--- src/rtl/simon_pkg.sv ---
// Shared constants for the Simon front panel: button count, indices and the
// sample-period defaults, plus a width helper for parameter-sized counters.
package simon_pkg;

  localparam int N_BUTTONS        = 4;
  localparam int SAMPLE_DIV_1MS   = 100000;
  localparam int SAMPLE_DIV_BOARD = 1000000;

  typedef enum logic [1:0] {
    BTN_RED    = 2'd0,
    BTN_GREEN  = 2'd1,
    BTN_BLUE   = 2'd2,
    BTN_YELLOW = 2'd3
  } btn_e;

  // Bits needed to hold values 0..n-1, never less than one.
  function automatic int clog2w(input int n);
    int v;
    int w;
    v = n - 32'sd1;
    w = 32'sd1;
    while (v > 32'sd1) begin
      v = v >>> 1;
      w = w + 32'sd1;
    end
    return w;
  endfunction

endpackage

--- src/rtl/debounce_channel.sv ---
// One button channel: two-flop synchroniser, N-sample agreement filter,
// press/release edge pulses and a once-per-hold long-press detector.
module debounce_channel
  import simon_pkg::*;
#(
  parameter int STABLE_SAMPLES = 2,
  parameter int LONG_SAMPLES   = 100
) (
  input  logic clk,
  input  logic reset,
  input  logic i_tick,
  input  logic i_button,
  output logic o_held,
  output logic o_pressed,
  output logic o_released,
  output logic o_long_press
);

  localparam int AGREE_W = clog2w(STABLE_SAMPLES);
  localparam int HOLD_W  = clog2w(LONG_SAMPLES + 1);

  logic               r_sync1;
  logic               r_sync2;
  logic               r_held;
  logic               r_pressed;
  logic               r_released;
  logic               r_long;
  logic [AGREE_W-1:0] r_agree;
  logic [HOLD_W-1:0]  r_hold;

  always_ff @(posedge clk) begin
    if (reset) begin
      r_sync1 <= 1'b0;
      r_sync2 <= 1'b0;
    end else begin
      r_sync1 <= i_button;
      r_sync2 <= r_sync1;
    end
  end

  // A level change must be seen on STABLE_SAMPLES consecutive ticks; any
  // sample matching the current level restarts the count.
  always_ff @(posedge clk) begin
    if (reset) begin
      r_held     <= 1'b0;
      r_agree    <= AGREE_W'(0);
      r_pressed  <= 1'b0;
      r_released <= 1'b0;
    end else begin
      r_pressed  <= 1'b0;
      r_released <= 1'b0;
      if (i_tick) begin
        if (r_sync2 == r_held) begin
          r_agree <= AGREE_W'(0);
        end else if (r_agree == AGREE_W'(STABLE_SAMPLES - 1)) begin
          r_held     <= ~r_held;
          r_agree    <= AGREE_W'(0);
          r_pressed  <= ~r_held;
          r_released <= r_held;
        end else begin
          r_agree <= r_agree + AGREE_W'(1);
        end
      end
    end
  end

  // Hold counter saturates, so the long-press pulse fires only once per hold.
  always_ff @(posedge clk) begin
    if (reset) begin
      r_hold <= HOLD_W'(0);
      r_long <= 1'b0;
    end else begin
      r_long <= 1'b0;
      if (!r_held) begin
        r_hold <= HOLD_W'(0);
      end else if (i_tick && (r_hold != HOLD_W'(LONG_SAMPLES))) begin
        r_hold <= r_hold + HOLD_W'(1);
        r_long <= (r_hold == HOLD_W'(LONG_SAMPLES - 1));
      end
    end
  end

  assign o_held       = r_held;
  assign o_pressed    = r_pressed;
  assign o_released   = r_released;
  assign o_long_press = r_long;

endmodule

--- src/rtl/debounce_array.sv ---
// N-channel button conditioner: one shared sample prescaler feeding per-channel
// debouncers, plus a lowest-index-wins encoder over the press pulses.
module debounce_array
  import simon_pkg::*;
#(
  parameter int N_CH           = N_BUTTONS,
  parameter int SAMPLE_DIV     = SAMPLE_DIV_BOARD,
  parameter int STABLE_SAMPLES = 2,
  parameter int LONG_SAMPLES   = 100,
  parameter int IDX_W          = clog2w(N_CH)
) (
  input  logic             clk,
  input  logic             reset,
  input  logic [N_CH-1:0]  button,
  output logic [N_CH-1:0]  held,
  output logic [N_CH-1:0]  pressed,
  output logic [N_CH-1:0]  released,
  output logic [N_CH-1:0]  long_press,
  output logic             any_pressed,
  output logic [IDX_W-1:0] pressed_idx,
  output logic             multi_press
);

  localparam int DIV_W = clog2w(SAMPLE_DIV);

  logic [DIV_W-1:0] r_div;
  logic             w_tick;
  logic [N_CH-1:0]  w_pressed;
  logic [IDX_W-1:0] w_idx;
  logic [4:0]       w_cnt;

  assign w_tick = (r_div == DIV_W'(SAMPLE_DIV - 1));

  always_ff @(posedge clk) begin
    if (reset) begin
      r_div <= DIV_W'(0);
    end else if (w_tick) begin
      r_div <= DIV_W'(0);
    end else begin
      r_div <= r_div + DIV_W'(1);
    end
  end

  for (genvar g = 0; g < N_CH; g++) begin : g_ch
    debounce_channel #(
      .STABLE_SAMPLES(STABLE_SAMPLES),
      .LONG_SAMPLES  (LONG_SAMPLES)
    ) u_ch (
      .clk         (clk),
      .reset       (reset),
      .i_tick      (w_tick),
      .i_button    (button[g]),
      .o_held      (held[g]),
      .o_pressed   (w_pressed[g]),
      .o_released  (released[g]),
      .o_long_press(long_press[g])
    );
  end

  // Scanning from the top down leaves the lowest set index in w_idx.
  always_comb begin
    w_idx = IDX_W'(0);
    w_cnt = 5'd0;
    for (int i = N_CH - 1; i >= 0; i--) begin
      w_idx = w_pressed[i] ? IDX_W'(i) : w_idx;
      w_cnt = w_cnt + {4'd0, w_pressed[i]};
    end
  end

  assign pressed     = w_pressed;
  assign any_pressed = |w_pressed;
  assign pressed_idx = w_idx;
  assign multi_press = (w_cnt >= 5'd2);

endmodule

--- config.mk ---
export PLATFORM = sky130hd
export DESIGN_NAME = debounce_array
export DESIGN_NICKNAME = d
export VERILOG_FILES = /design/src/rtl/simon_pkg.sv /design/src/rtl/debounce_channel.sv /design/src/rtl/debounce_array.sv
export SDC_FILE = /design/constraint.sdc
export NUM_CORES = 1
export LEC_CHECK = 0
export BUFFER_PORTS_ARGS = -buffer_cell sky130_fd_sc_hd__buf_2
export CAP_MARGIN = 5
export CELL_PAD_IN_SITES_DETAIL_PLACEMENT = 0
export CELL_PAD_IN_SITES_GLOBAL_PLACEMENT = 1
export CORE_MARGIN = 1
export CORE_UTILIZATION = 46
export CTS_CLUSTER_DIAMETER = 120
export DETAILED_ROUTE_END_ITERATION = 7
export PLACE_DENSITY = 0.85
export SLEW_MARGIN = 20
export SYNTH_ARGS = -nofsm -noshare
export SYNTH_HDL_FRONTEND = slang
export SYNTH_SLANG_ARGS = --single-unit
--- constraint.sdc ---
create_clock -name clk -period 2.5 [get_ports clk]
set_input_delay 0 -clock clk [delete_from_list [all_inputs] [get_ports clk]]
set_output_delay 0 -clock clk [all_outputs]
set_load 0.05 [all_outputs]
==> flow_results.org, run 1 <==
** Route
- After detailed routing, no signal wire sits above met4.
- Routed WL per cell :: 13.2 um
- Post-route DRC :: 0
- After detailed routing, the number of vias per cell comes to 5.52.
- Wire segments on met3 add up to 200 um in the final route.
- Wire length on met2 :: 3160 um
- For this block, the routed nets add up to roughly 7000 um of wire.
- Via Count :: between 2000 and 3000
- In this run the remaining antenna-violating nets after routing total 0.
- Iteration-0 DRC count of the detailed router :: 105
- In the final routing, the length of wire on met1 measures 3530 um.
- The first TritonRoute pass finished after 4 iterations.

** Layout
- Area taken by flip-flops and latches :: roughly 1500 um^2
- After filler insertion, the fill cell instance count of the layout stands at 722.
- Inserted Diodes :: 0
- Layout cells sized above 1 :: 0.145
- NumNets Final :: 440
- Layout area overhead :: 9.43%
- Summing all non-filler instances in the final layout gives an area of 4010 um^2.
- Area taken by multi-input logic gates :: 1830 um^2

** Timing
- Share of the clock period used by the worst path :: 0.918
- The worst path needs 2300 ps of the cycle, external delays included.
- The clock arrives with 9.84 ps of skew.
- Based on the critical path, the design can be clocked at up to ~440 MHz.
- Final hold violation count :: 0
- Number of slew-limit violations in the final report :: 0
- Headroom to the max-slew limit :: 0.619
- Least-Margin Pin Slew :: 570 ps
- Setup violations remaining at the end of the flow were counted as 0.
- Final Hold Slack :: 53.7 ps
- Setup repair after global routing left no endpoint under its margin.
- Final sum of negative setup slack :: 0 ps

** Logic synthesis
- Number of enable-type register cells in the synthesized netlist :: 0
- Average size of a mapped cell :: between 8 and 9 um^2
- For this run, asynchronously set or reset flops after synthesis account for 0.
- In the synthesized netlist the dominant register cell turns out to be dfxtp_1.
- Number of warning messages in the yosys log :: 0
- Fraction of the yosys area taken by sequential cells :: 0.415
- Count of cell types in the netlist :: 46
- Post-synthesis net count :: between 400 and 500
- The cell area that synthesis handed to floorplanning was 3660 um^2.
- Flip-flop and latch count after synthesis :: 76
- Synthesis produced 413 cells.

** Clock network
- Post-CTS timing repair inserted 0 buffers for setup.
- Clock latency at the later pin of the worst-skew pair :: approximately 350 ps
- The clock tree synthesis step divided the H-tree into 3 levels.
- Clock Root Buffer :: clkbuf_8
- Clock-pin slew was measured on the worst setup and hold paths at 80 ps.
- Total number of clock tree sinks :: 76
- Buffer levels on the longest clock path :: 2
- TritonCTS built the clock tree.
- Buffers inserted during clock tree synthesis total 9.

** Power
- Of the total power, the clock network draws 0.444.
- Cell-internal power :: 1.80 mW
- In this run the power density over the cells is 568 nW/um^2.
- Summed over all cells, the static leakage comes to ~1.3 nW.
- Total power of the final layout :: ~2.3 mW
- Max rail drop VDD :: 335 uV
- In this run the power spent charging and discharging nets is 0.474 mW.
- Of the total power, the share spent switching nets is 0.208.
- The share of total power dissipated in sequential elements is 0.540.
- Portion of total power attributed to combinational logic :: 0.016

** Floorplan
- Row generation in the floorplan step produced 32 rows.
- The die is 91.2 um tall.
- Core Footprint :: 7730 um^2
- Number of top-level pins :: 26
- Effective utilization at floorplan :: 0.474
- DIE AREA :: between 8000 and 9000 um^2
- Width of the die :: ~91 um

** Placement
- The congestion estimate from routability-driven global placement came to 0.771.
- Number of buffer cells added on primary ports :: 25
- The placed instances occupy a cell area of 3750 um^2.
- Detail Placement HPWL :: 4700 um

** Hold path
- Launch point of the worst hold path :: reset
- Worst hold path class :: input pin to flip-flop
- Hold-critical path endpoint :: g_ch[1].u_ch.r_sync2
- Along the worst hold path, the cell count comes to 2.

** Critical path
- Required time at the worst-slack endpoint :: 2770 ps
- Worst setup startpoint :: r_div[0]
- The worst register-to-register path has a depth of 5.
- The critical path is of the flip-flop to flip-flop type.
- STA classifies the critical path endpoint as a flip-flop.
- Data on the critical path arrives at its endpoint at 2570 ps.
- The worst register-to-register path ends at g_ch[2].u_ch.r_hold[3].
- CP Launch Type :: flip-flop
- Top fanout value on the critical path :: 58
- In this run the register-to-register setup slack is about 200 ps.
- Startpoint of the worst-slack reg-to-reg timing path :: r_div[0]

** GRT
- Across every metal layer, demand over resource in global routing totals 0.178.
- The via count of the first global-routing pass was roughly 2700.
- Wire length of the first global-routing pass :: 12000 um
- Largest net degree at the start of global routing :: 59
- Remaining Overflow, GRT :: 0
- Initial antenna violation count :: 0

** Status
- Result of the run :: complete, no violations

** Run
- Max-cap violations in this run came to 0.
## worst max-delay path, stage by stage, from the launching register on
cell and delay [ps]:
dfxtp_1 400, ha_1 220, nand2_1 80, or4_4 790, or4_1 590, a21oi_1 140
## flip-flops by register name, summed over array words and instances, names as in the netlist
register,cells
g_ch.u_ch.r_agree,4
g_ch.u_ch.o_released,4
g_ch.u_ch.o_pressed,4
g_ch.u_ch.r_sync2,4
r_div,20
g_ch.u_ch.o_long_press,4
g_ch.u_ch.r_sync1,4
g_ch.u_ch.o_held,4
g_ch.u_ch.r_hold,28
## through the flow
| step | std cells | util | worst slack [ps] |
|---|---|---|---|
| floorplan | 413 | - | 420 |
| global placement | 510 | 0.485 | 265 |
| finish | 530 | 0.519 | 204 |
| global route | 530 | 0.519 | 67.8 |
| detailed placement | 510 | 0.485 | 219 |
| CTS | 530 | 0.519 | 210 |
## power groups by stage
stage,registers (mW),logic (mW),clock network (mW)
6_report,1.23,0.0363,1.01
2_1_floorplan,1.25,0.0233,0
4_1_cts,1.23,0.0367,1.04
5_1_grt,1.23,0.0419,1.10
3_5_place_dp,1.26,0.0316,0
3_3_place_gp,1.26,0.0312,0
## kinds of logic (layout without fill, tap and decap cells)
group | Yosys count | count (layout) | share of synthesized area
XOR/XNOR | 14 | 14 | 0.0335
adder cells (fa/ha/maj) | 11 | 11 | 0.0396
AO/OA/AOI/OAI | 89 | 89 | 0.143
buffers and inverters | 61 | 76 | 0.0875
AND/OR/NAND/NOR | 157 | 157 | 0.267
flip-flops | 76 | 76 | 0.415
multiplexers | 5 | 5 | 0.0143
## layout make-up
cell class,count,area share
Clock buffer,10,0.0318
Clock inverter,6,0.0222
Inverter,22,0.0206
Multi-Input combinational cell,276,0.456
Sequential cell,76,0.380
Tap cell,102,0.0318
Timing Repair Buffer,38,0.0581
## routing by layer
metal | up-vias | GRT usage
met2 | 36 | 0.289
li1 | 1504 | -
met4 | 0 | 0.0714
met3 | 12 | 0.0436
met5 | - | 0
met1 | 1374 | 0.226
## Yosys cell counts, types with 3 or more instances
master / count / area share
nand4bb_1: 4 / 0.012
nor2b_1: 8 / 0.014
nand4_1: 6 / 0.010
ha_1: 10 / 0.034
nand3_1: 21 / 0.029
or3_1: 10 / 0.017
nand2b_1: 8 / 0.014
a21oi_1: 38 / 0.052
clkbuf_1: 17 / 0.017
nor2_1: 21 / 0.022
o31ai_1: 19 / 0.039
nand2_1: 15 / 0.015
dfxtp_1: 76 / 0.42
xnor2_1: 12 / 0.029
nor3_1: 8 / 0.011
o211ai_1: 5 / 0.010
o21ai_0: 21 / 0.029
or4_1: 25 / 0.051
buf_4: 16 / 0.033
mux2i_1: 3 / 0.0082
inv_1: 22 / 0.023
and3_1: 4 / 0.0068
and4b_1: 8 / 0.022
nor4_1: 4 / 0.0068
buf_6: 4 / 0.012
## worst max path at each step
stage,end,cells after the start
final,g_ch[2].u_ch.r_hold[3],5
after global routing,g_ch[0].u_ch.r_hold[6],5
after CTS,g_ch[0].u_ch.r_hold[4],5
after detailed placement,g_ch[0].u_ch.r_hold[4],5
after global placement,g_ch[0].u_ch.r_hold[3],5
after floorplan,g_ch[2].u_ch.r_hold[3],6
## placed cells by master (no fill, tap or decap), drive strengths merged, types with 9 or more instances in the layout
cell type	count
nand3	22
or3	10
clkbuf	10
nor2	21
nand2	16
buf	34
nor3	9
or4	27
o31ai	19
inv	22
o21ai	21
ha	10
dfxtp	76
a21oi	39
xnor2	12
## timing repair
action / in CTS / in global routing
resized for setup: 0 / 0
hold endpoints to repair: 4 / 0
hold buffers: 4 / 0
Power figures use the tool's default switching activity.
==> run 2, diff against run 1 <==
Settings changed: CORE_UTILIZATION 46 to 41, PLACE_DENSITY 0.85 to 0.81.
Clock period 2.5 ns to 1.9 ns, I/O delays scaled along.
==> flow_results.org, run 2 (same netlist as run 1, synthesis figures left out) <==
** Clock network
- Clock-pin slew on the worst setup and hold paths :: 90 ps (about the same)
- Clock Root Buffer :: clkbuf_8
- The number of buffers created by CTS came to 9 (unchanged).
- TritonCTS built the clock tree.
- Total number of clock tree sinks :: 76 (unchanged)
- The buffer depth of the longest clock path is 2 (unchanged).
- H-Tree Level Count :: 3 (unchanged)
- Clock latency at the later pin of the worst-skew pair :: 360 ps (about the same)

** Layout
- Most common library cell in the layout ignoring fill and taps :: dfxtp_1
- Register with the most flip-flops :: g_ch.u_ch.r_hold
- Number of flip-flops in the largest register :: 28 (unchanged)
- The antenna diode count was 0 (unchanged).
- Relative to the synthesized area, the layout overhead comes to 23.8%.
- The library cells used most frequently in the layout, excluding fill and tap cells, are dfxtp_1, buf_4, a21oi_1.
- The utilization after layout was 0.522 (+0.00373).
- The layout net count was 470 (+6.8%).
- Largest regs :: g_ch.u_ch.r_hold: 28 flops, r_div: 20 flops
- The share of cells above drive strength 1 was 0.286 (+0.141).

** Power
- Net Sw Frac :: 0.233 (+0.0241)
- The overall power of the completed layout was 2.96 mW (+30%).
- The combinational group share of total power is 0.023 (+0.007).
- Power spent charging and discharging nets :: 0.688 mW (+45%)
- Max rail drop VDD :: 364 uV (+8.6%)
- The clock group share of total power is 0.431 (-0.013).
- The leakage component of the power is 1.56 nW (+19%).
- The power density relative to cell area was 652 nW/um^2 (+15%).
- The sequential share of power was 0.546 (+0.006).
- The design internal power came to 2.27 mW (+26%).

** Route
- The antenna violation net count after detailed routing came to 0 (unchanged).
- The number of remaining DRC errors came to 0 (unchanged).
- Iteration-0 DRC count of the detailed router :: 172 (+64%)
- The number of vias per cell after detailed routing was 5.44 (-1.4%).
- 1st-pass router iterations :: 4 (unchanged)
- Routed WL per cell :: 14.1 um (+6.9%)
- The routed via count was 3081 (+5.3%).
- The total length of routed wires came to 8010 um (+14%).

** Timing
- The worst relative slew slack came to 0.702 (+0.0837).
- Crit path setup slack, layout :: -182 ps (-386 ps)
- Share of the clock period used by the worst path :: 1.10 (+0.177)
- The maximum clock skew at final layout is 12.7 ps (+2.89 ps).
- The actual transition at the worst max-transition pin is 445 ps (-125 ps).
- The final max-slew violation count came to 0 (unchanged).
- The hold violation count in the final report came to 0 (unchanged).
- The timing-limited maximum frequency is 480 MHz (+10%).
- Setup repair after global routing could not meet its margin everywhere.
- Final setup viols :: 33 (+33)
- Shortest clock period the worst path allows after layout :: 2080 ps (-214 ps)

** Critical path
- Slowest CP cell :: or4_4
- Required time at the worst-slack endpoint :: 2150 ps (-620 ps)
- STA classifies the critical path endpoint as a flip-flop.
- The sum of buffers and inverters on the critical path was 2 (+2).
- Worst setup path class :: flip-flop to flip-flop
- Top fanout value on the critical path :: 29 (-50%)
- Data arrival time at the worst-slack endpoint :: 2330 ps (-240 ps)
- Largest stage delay, worst path :: 620 ps (-170 ps)
- STA classifies the critical path startpoint as a flip-flop.
- Crit path max-delay family :: simple AND/OR/NAND/NOR gates
- Series of cell instances along the critical path :: ha_4, nand2_4, or4_4, buf_4, buf_16, o31ai_1, a21oi_2

** GRT
- Largest net degree at the start of global routing :: 30 (-49%)
- The final global-route overflow total came to 0 (unchanged).
- The initial antenna violation count was 0 (unchanged).
- The wire length of the first global-routing pass came to 13300 um (+12%).
- Via count of the first global-routing pass :: 2928 (+10%)
- All-layer global routing usage :: 0.184 (+0.00606)

** Status
- The flow ran to the end, but the final reports show violations.
- Failing checks :: setup timing

** Floorplan
- Effective utilization at floorplan :: 0.422 (-0.0519)
- Vertical die dimension :: 96.5 um (+5.8%)
- Number of core rows :: 34 (+6.3%)
- The I/O pin count is 26 (unchanged).
- DIE AREA :: 9310 um^2 (+12%)
- The die width is 96.5 um (+5.8%).
- The placeable core region was 8680 um^2 (+12%).

** Placement
- The final HPWL from detailed placement came to 4920 um (+4.9%).
- The number of buffer cells added on primary ports came to 25 (unchanged).
- The final RePlAce weighted congestion was 0.768 (-0.35%).

** Hold path
- Worst hold path class :: input pin to flip-flop

** Run
- MaxCap Viol Count :: 0 (unchanged)
## run 2: cell count changes in the layout (fill, tap and decap cells not counted), moves of 6 or more
cell	before	now
a21oi_1	38	26
a21oi_2	1	13
or4_4	2	15
or4_1	25	12
o31ai_1	19	13
buf_4	9	30
## run 2: worst register-to-register path, cell delays in order (launching register included)
cell and delay (ps):
dfxtp_2 360, ha_4 150, nand2_4 50, or4_4 620, buf_4 190, buf_16 170, o31ai_1 350, a21oi_2 100
## run 2: path summary, 6_finish.rpt
kind	start	endpoint	slack, ps	cells after the start
max	r_div[0]	g_ch[2].u_ch.r_hold[4]	-180	7
min	reset	g_ch[1].u_ch.r_sync1	60	2
max reg2reg	r_div[0]	g_ch[2].u_ch.r_hold[4]	-180	7
min reg2reg	g_ch[2].u_ch.r_sync1	g_ch[2].u_ch.r_sync2	440	1
## run 2: per-stage QoR
step | std cells | setup TNS [ps] | area [um^2] | hold slack (ps) | setup slack (ps)
2_1_floorplan | 413 | -376 | 3710 | 128 | -41.1
3_3_place_gp | 542 | -372 | 4040 | 206 | -70.7
3_5_place_dp | 542 | -1120 | 4040 | 215 | -89.5
4_1_cts | 564 | -1160 | 4360 | 24.8 | -91.9
5_1_grt | 566 | -4600 | 4530 | 82.9 | -203
6_report | 566 | -2630 | 4530 | 64.8 | -182
## run 2: repair_timing
action	in CTS	in global routing
hold buffers	4	0
setup endpoints to repair	26	29
pin swaps	5	17
gates cloned	2	1
resized for setup	5	34
setup buffers	0	1
hold endpoints to repair	4	0
## run 2: cell type report
class | count | area, um^2
fill | 822 | 4150
sequential | 76 | 1530
clock inverter | 7 | 83.8
inverter | 22 | 82.6
tap | 108 | 135
clock buffer | 9 | 124
multi-input combinational | 276 | 2010
timing repair buffer | 68 | 573
## run 2: power by group through the flow
stage                     registers, mW  logic, mW  clock network [mW]
after floorplan                    1.65     0.0333                   0
after global placement             1.65     0.0590                   0
after detailed placement           1.65     0.0601                   0
after CTS                          1.62     0.0664                1.32
after global routing               1.62     0.0742                1.37
final                              1.61     0.0670                1.28
## run 2: metal layers
| layer | GRT usage | up-vias | wire, um |
|---|---|---|---|
| met2 | 0.324 | 51 | 3890 |
| met5 | 0 | - | 0 |
| met1 | 0.224 | 1466 | 3690 |
| met4 | 0.0515 | 0 | 126 |
| met3 | 0.0399 | 11 | 304 |
| li1 | - | 1553 | - |
==> run 3, diff against run 2 <==
--- a/config.mk
+++ b/config.mk
@@ -7,2 +7,3 @@
 export LEC_CHECK = 0
+export ABC_AREA = 1
 export BUFFER_PORTS_ARGS = -buffer_cell sky130_fd_sc_hd__buf_2
@@ -12,6 +13,6 @@
 export CORE_MARGIN = 1
-export CORE_UTILIZATION = 41
+export CORE_UTILIZATION = 40
 export CTS_CLUSTER_DIAMETER = 120
 export DETAILED_ROUTE_END_ITERATION = 7
-export PLACE_DENSITY = 0.81
+export PLACE_DENSITY = 0.82
 export SLEW_MARGIN = 20
==> constraint.sdc (replaced) <==
create_clock -name clk -period 1.9 [get_ports clk]
set_input_delay 0.38 -clock clk [delete_from_list [all_inputs] [get_ports clk]]
set_output_delay 0.38 -clock clk [all_outputs]
set_load 0.05 [all_outputs]
==> flow_results.org, run 3 <==
** Timing
- Final sum of negative setup slack :: -6.40 ps (+2620 ps)
- The number of setup violations in the final report was 1 (-97%).
- Headroom to the max-slew limit :: 0.729 (+0.0262)
- The maximum clock skew at final layout is 8.98 ps (-3.75 ps).
- The actual transition at the worst max-transition pin was 406 ps (-38.3 ps).
- The hold violation count in the final report came to 0 (unchanged).
- Max Clock Freq :: 525 MHz (+9.2%)
- The final period utilization was 1.00 (-0.0925).
- The minimum clock period came to 1910 ps (-176 ps).
- Setup repair after global routing could not meet its margin everywhere.
- Number of slew-limit violations in the final report :: 0 (unchanged)
- Crit path setup slack, layout :: -6.40 ps (+176 ps)

** Clock network
- The clock sink count is 76 (unchanged).
- Number of clock buffers inserted by TritonCTS :: 9 (unchanged)
- Buffer levels on the longest clock path :: 2 (unchanged)
- TritonCTS built the clock tree.
- The clock transition time at the flip-flop clock pins of the worst setup and hold paths came to 80 ps (about the same).
- Clock latency at the later pin of the worst-skew pair :: 350 ps (about the same)
- Clock Root Buffer :: clkbuf_8
- The H-tree depth is 3 (unchanged).

** Status
- The flow ran to the end, but the final reports show violations.
- Failing checks :: setup timing

** Critical path
- The largest individual stage delay along the critical path comes from the cell fa_1.
- Walking the worst path, the cells encountered are inv_2, fa_1, o21ai_2, buf_6.
- Cells on worst reg2reg path :: 8 (+1)
- In this run the worst setup path begins at g_ch[3].u_ch.o_pressed.
- Number of gates on the worst path with buffers counted :: 4 (-3)
- The worst register-to-register path ends at g_ch[1].u_ch.r_hold[6].
- End point of the critical path :: multi_press
- Data arrival time at the worst-slack endpoint :: 1530 ps (-800 ps)
- Startpoint of the worst-slack reg-to-reg timing path :: r_div[0]
- The maximum cell stage delay along the critical path is 490 ps (-130 ps).
- The required time of the critical path was 1520 ps (-630 ps).
- Element type at the critical path end :: output port
- Crit path max-delay family :: adder cells
- The maximum net fanout on the critical path came to 2 (-93%).
- STA classifies the critical path startpoint as a flip-flop.
- The sum of buffers and inverters on the critical path came to 2 (unchanged).
- Worst R2R Setup Slack :: 160 ps (+340 ps)
- The critical path is of the flip-flop to output port type.

** Logic synthesis
- Flip-flop and latch count after synthesis :: 76 (unchanged)
- The most common cell in the synthesized netlist is nand2_1.
- Fraction of the yosys area taken by sequential cells :: 0.386 (-0.0297)
- The net count after synthesis was 581 (+35%).
- The synthesized netlist cell count came to 564 (+37%).
- The fraction of synthesized cell area taken by the top area cell type was 0.386 (-0.0297).
- The post-synthesis cell area came to 3940 um^2 (+7.7%).
- Number of enable-type register cells in the synthesized netlist :: 0 (unchanged)
- The number of distinct standard cells referenced by the synthesized netlist was 30 (-35%).
- Share of async-settable or async-resettable flops after synthesis :: 0 (unchanged)
- Number of warning messages in the yosys log :: 0 (unchanged)
- Main flop type after synthesis :: dfxtp_1
- Average size of a mapped cell :: 6.99 um^2 (-21%)
- The biggest area contributor in the post-synthesis netlist is dfxtp_1.
- Largest cells by area after synthesis :: dfxtp_1, nand2_1, nor2_1, inv_1, a21oi_1
- Counting instances in the post-synthesis netlist gives the leading cell types as nand2_1, nor2_1, dfxtp_1.

** Layout
- Top library cells by usage in the layout, fill and taps aside :: nand2_1, nor2_1, dfxtp_1
- Relative to the synthesized area, the layout overhead comes to 11.9%.
- Largest regs :: g_ch.u_ch.r_hold: 28 flops, r_div: 20 flops
- The number of flip-flops in the largest register is 28 (unchanged).
- Inserted Diodes :: 0 (unchanged)
- Leaving out fill and tap cells, the most frequent cell in the layout is nand2_1.
- NumNets Final :: 610 (+30%)
- Number of filler instances in the final layout :: 984 (+20%)
- The area of the multi-input gates was 1980 um^2 (-1.6%).
- g_ch.u_ch.r_hold holds more flip-flops than any other register.
- The register area came to 1530 um^2 (about the same).
- Layout cells sized above 1 :: 0.144 (-0.142)

** Power
- Total power of the final layout :: 2.93 mW (-0.93%)
- The largest vdd supply drop was 428 uV (+18%).
- Leakage Power :: 1.69 nW (+8.4%)
- The power density relative to cell area is 664 nW/um^2 (+1.8%).

** Floorplan
- Effective utilization at floorplan :: 0.419 (-0.00313)
- Core Footprint :: 9420 um^2 (+8.5%)
- The number of core rows was 35 (+2.9%).
- Number of top-level pins :: 26 (unchanged)
- The total die area was 10300 um^2 (+10%).
- Vertical die dimension :: 101 um (+5.0%)
- The die width was 101 um (+5.0%).

** Route
- Post-route DRC :: 0 (unchanged)
- The antenna violation net count after detailed routing is 0 (unchanged).
- Drt total wl :: 8370 um (+4.5%)
- 1st-pass router iterations :: 4 (unchanged)
- The post-detailed-route wirelength per cell was 11.5 um (-19%).
- The number of vias per cell after detailed routing came to 4.81 (-12%).
- The number of design-rule violations left by the first detailed-router iteration is 127 (-26%).
- The routed via count is 3494 (+13%).

** GRT
- Wire length of the first global-routing pass :: 14200 um (+6.6%)
- All-layer global routing usage :: 0.176 (-0.00787)
- Via count of the first global-routing pass :: 3225 (+10%)
- Initial antenna violation count :: 0 (unchanged)
- Remaining Overflow, GRT :: 0 (unchanged)
- The largest net degree at the start of global routing is 18 (-40%).

** Run
- MaxCap Viol Count :: 0 (unchanged)

** Placement
- The final RePlAce weighted congestion came to 0.819 (+6.5%).
- The final HPWL from detailed placement is 6140 um (+25%).
- The number of buffer cells added on primary ports came to 25 (unchanged).

** Hold path
- Worst hold path class :: input pin to flip-flop
run 3: worst min path at each step:
stage | start | end | slack [ps] | depth (start not counted)
3_3_place_gp | g_ch[0].u_ch.r_sync1 | g_ch[0].u_ch.r_sync2 | 390 | 2
5_1_grt | button[1] | g_ch[1].u_ch.r_sync1 | 200 | 3
4_1_cts | button[1] | g_ch[1].u_ch.r_sync1 | 210 | 3
3_5_place_dp | g_ch[2].u_ch.r_sync1 | g_ch[2].u_ch.r_sync2 | 390 | 2
6_report | button[1] | g_ch[1].u_ch.r_sync1 | 230 | 3
2_1_floorplan | g_ch[0].u_ch.r_sync1 | g_ch[0].u_ch.r_sync2 | 390 | 2
run 3: per-stage QoR:
stage	setup slack (ps)	utilization	cell area, um^2	cells	hold slack [ps]
3_3_place_gp	162	0.438	4130	702	394
4_1_cts	-20.0	0.463	4360	721	214
5_1_grt	-82.9	0.469	4410	727	205
3_5_place_dp	152	0.438	4130	702	395
6_report	-6.40	0.469	4410	727	229
2_1_floorplan	76.0	-	3950	564	388
run 3: where the power goes:
group	switching, mW	internal [mW]
logic	0.0333	0.0212
registers	0.00756	1.60
clock network	0.588	0.675
run 3: cell type report:
| cell class | instances | area share |
|---|---|---|
| Sequential cell | 76 | 0.346 |
| Tap cell | 129 | 0.0366 |
| Timing Repair Buffer | 40 | 0.0581 |
| Clock buffer | 12 | 0.0352 |
| Inverter | 77 | 0.0655 |
| Multi-Input combinational cell | 389 | 0.448 |
| Clock inverter | 4 | 0.0108 |
run 3: what timing repair did:
action | 4_1_cts | 5_1_grt
gates resized for setup | 7 | 2
gates cloned | 0 | 1
hold buffers | 0 | 0
endpoints found under the setup margin | 1 | 17
buffers inserted | 3 | 5
pin swaps | 2 | 2
run 3: routing by layer:
metal	routed length (um)	vias up	track usage	part of all wire
li1	-	1840	-	-
met1	4190	1604	0.216	0.50
met2	3860	44	0.298	0.46
met3	218	6	0.0469	0.026
met4	99	0	0.0613	0.012
met5	0	-	0	0
run 3: kinds of logic (layout without fill, tap and decap cells):
group | count (synthesis) | after routing | share of synthesized area
adders and majority gates | 11 | 11 | 0.0368
buffers and inverters | 100 | 133 | 0.117
and+or+nand+nor | 303 | 304 | 0.347
DFF | 76 | 76 | 0.386
AOI/OAI and AO/OA | 55 | 55 | 0.0704
xor gates and xnor gates | 19 | 19 | 0.0422
run 3: worst register-to-register path, cell delays in order, from the launching register on:
cell and delay, ps:
dfxtp_1 360, ha_2 240, nand2_2 90, nor2_4 130
nand3_1 190, nor2_2 320, nand3_1 120, nor2_1 120
nor2_1 50
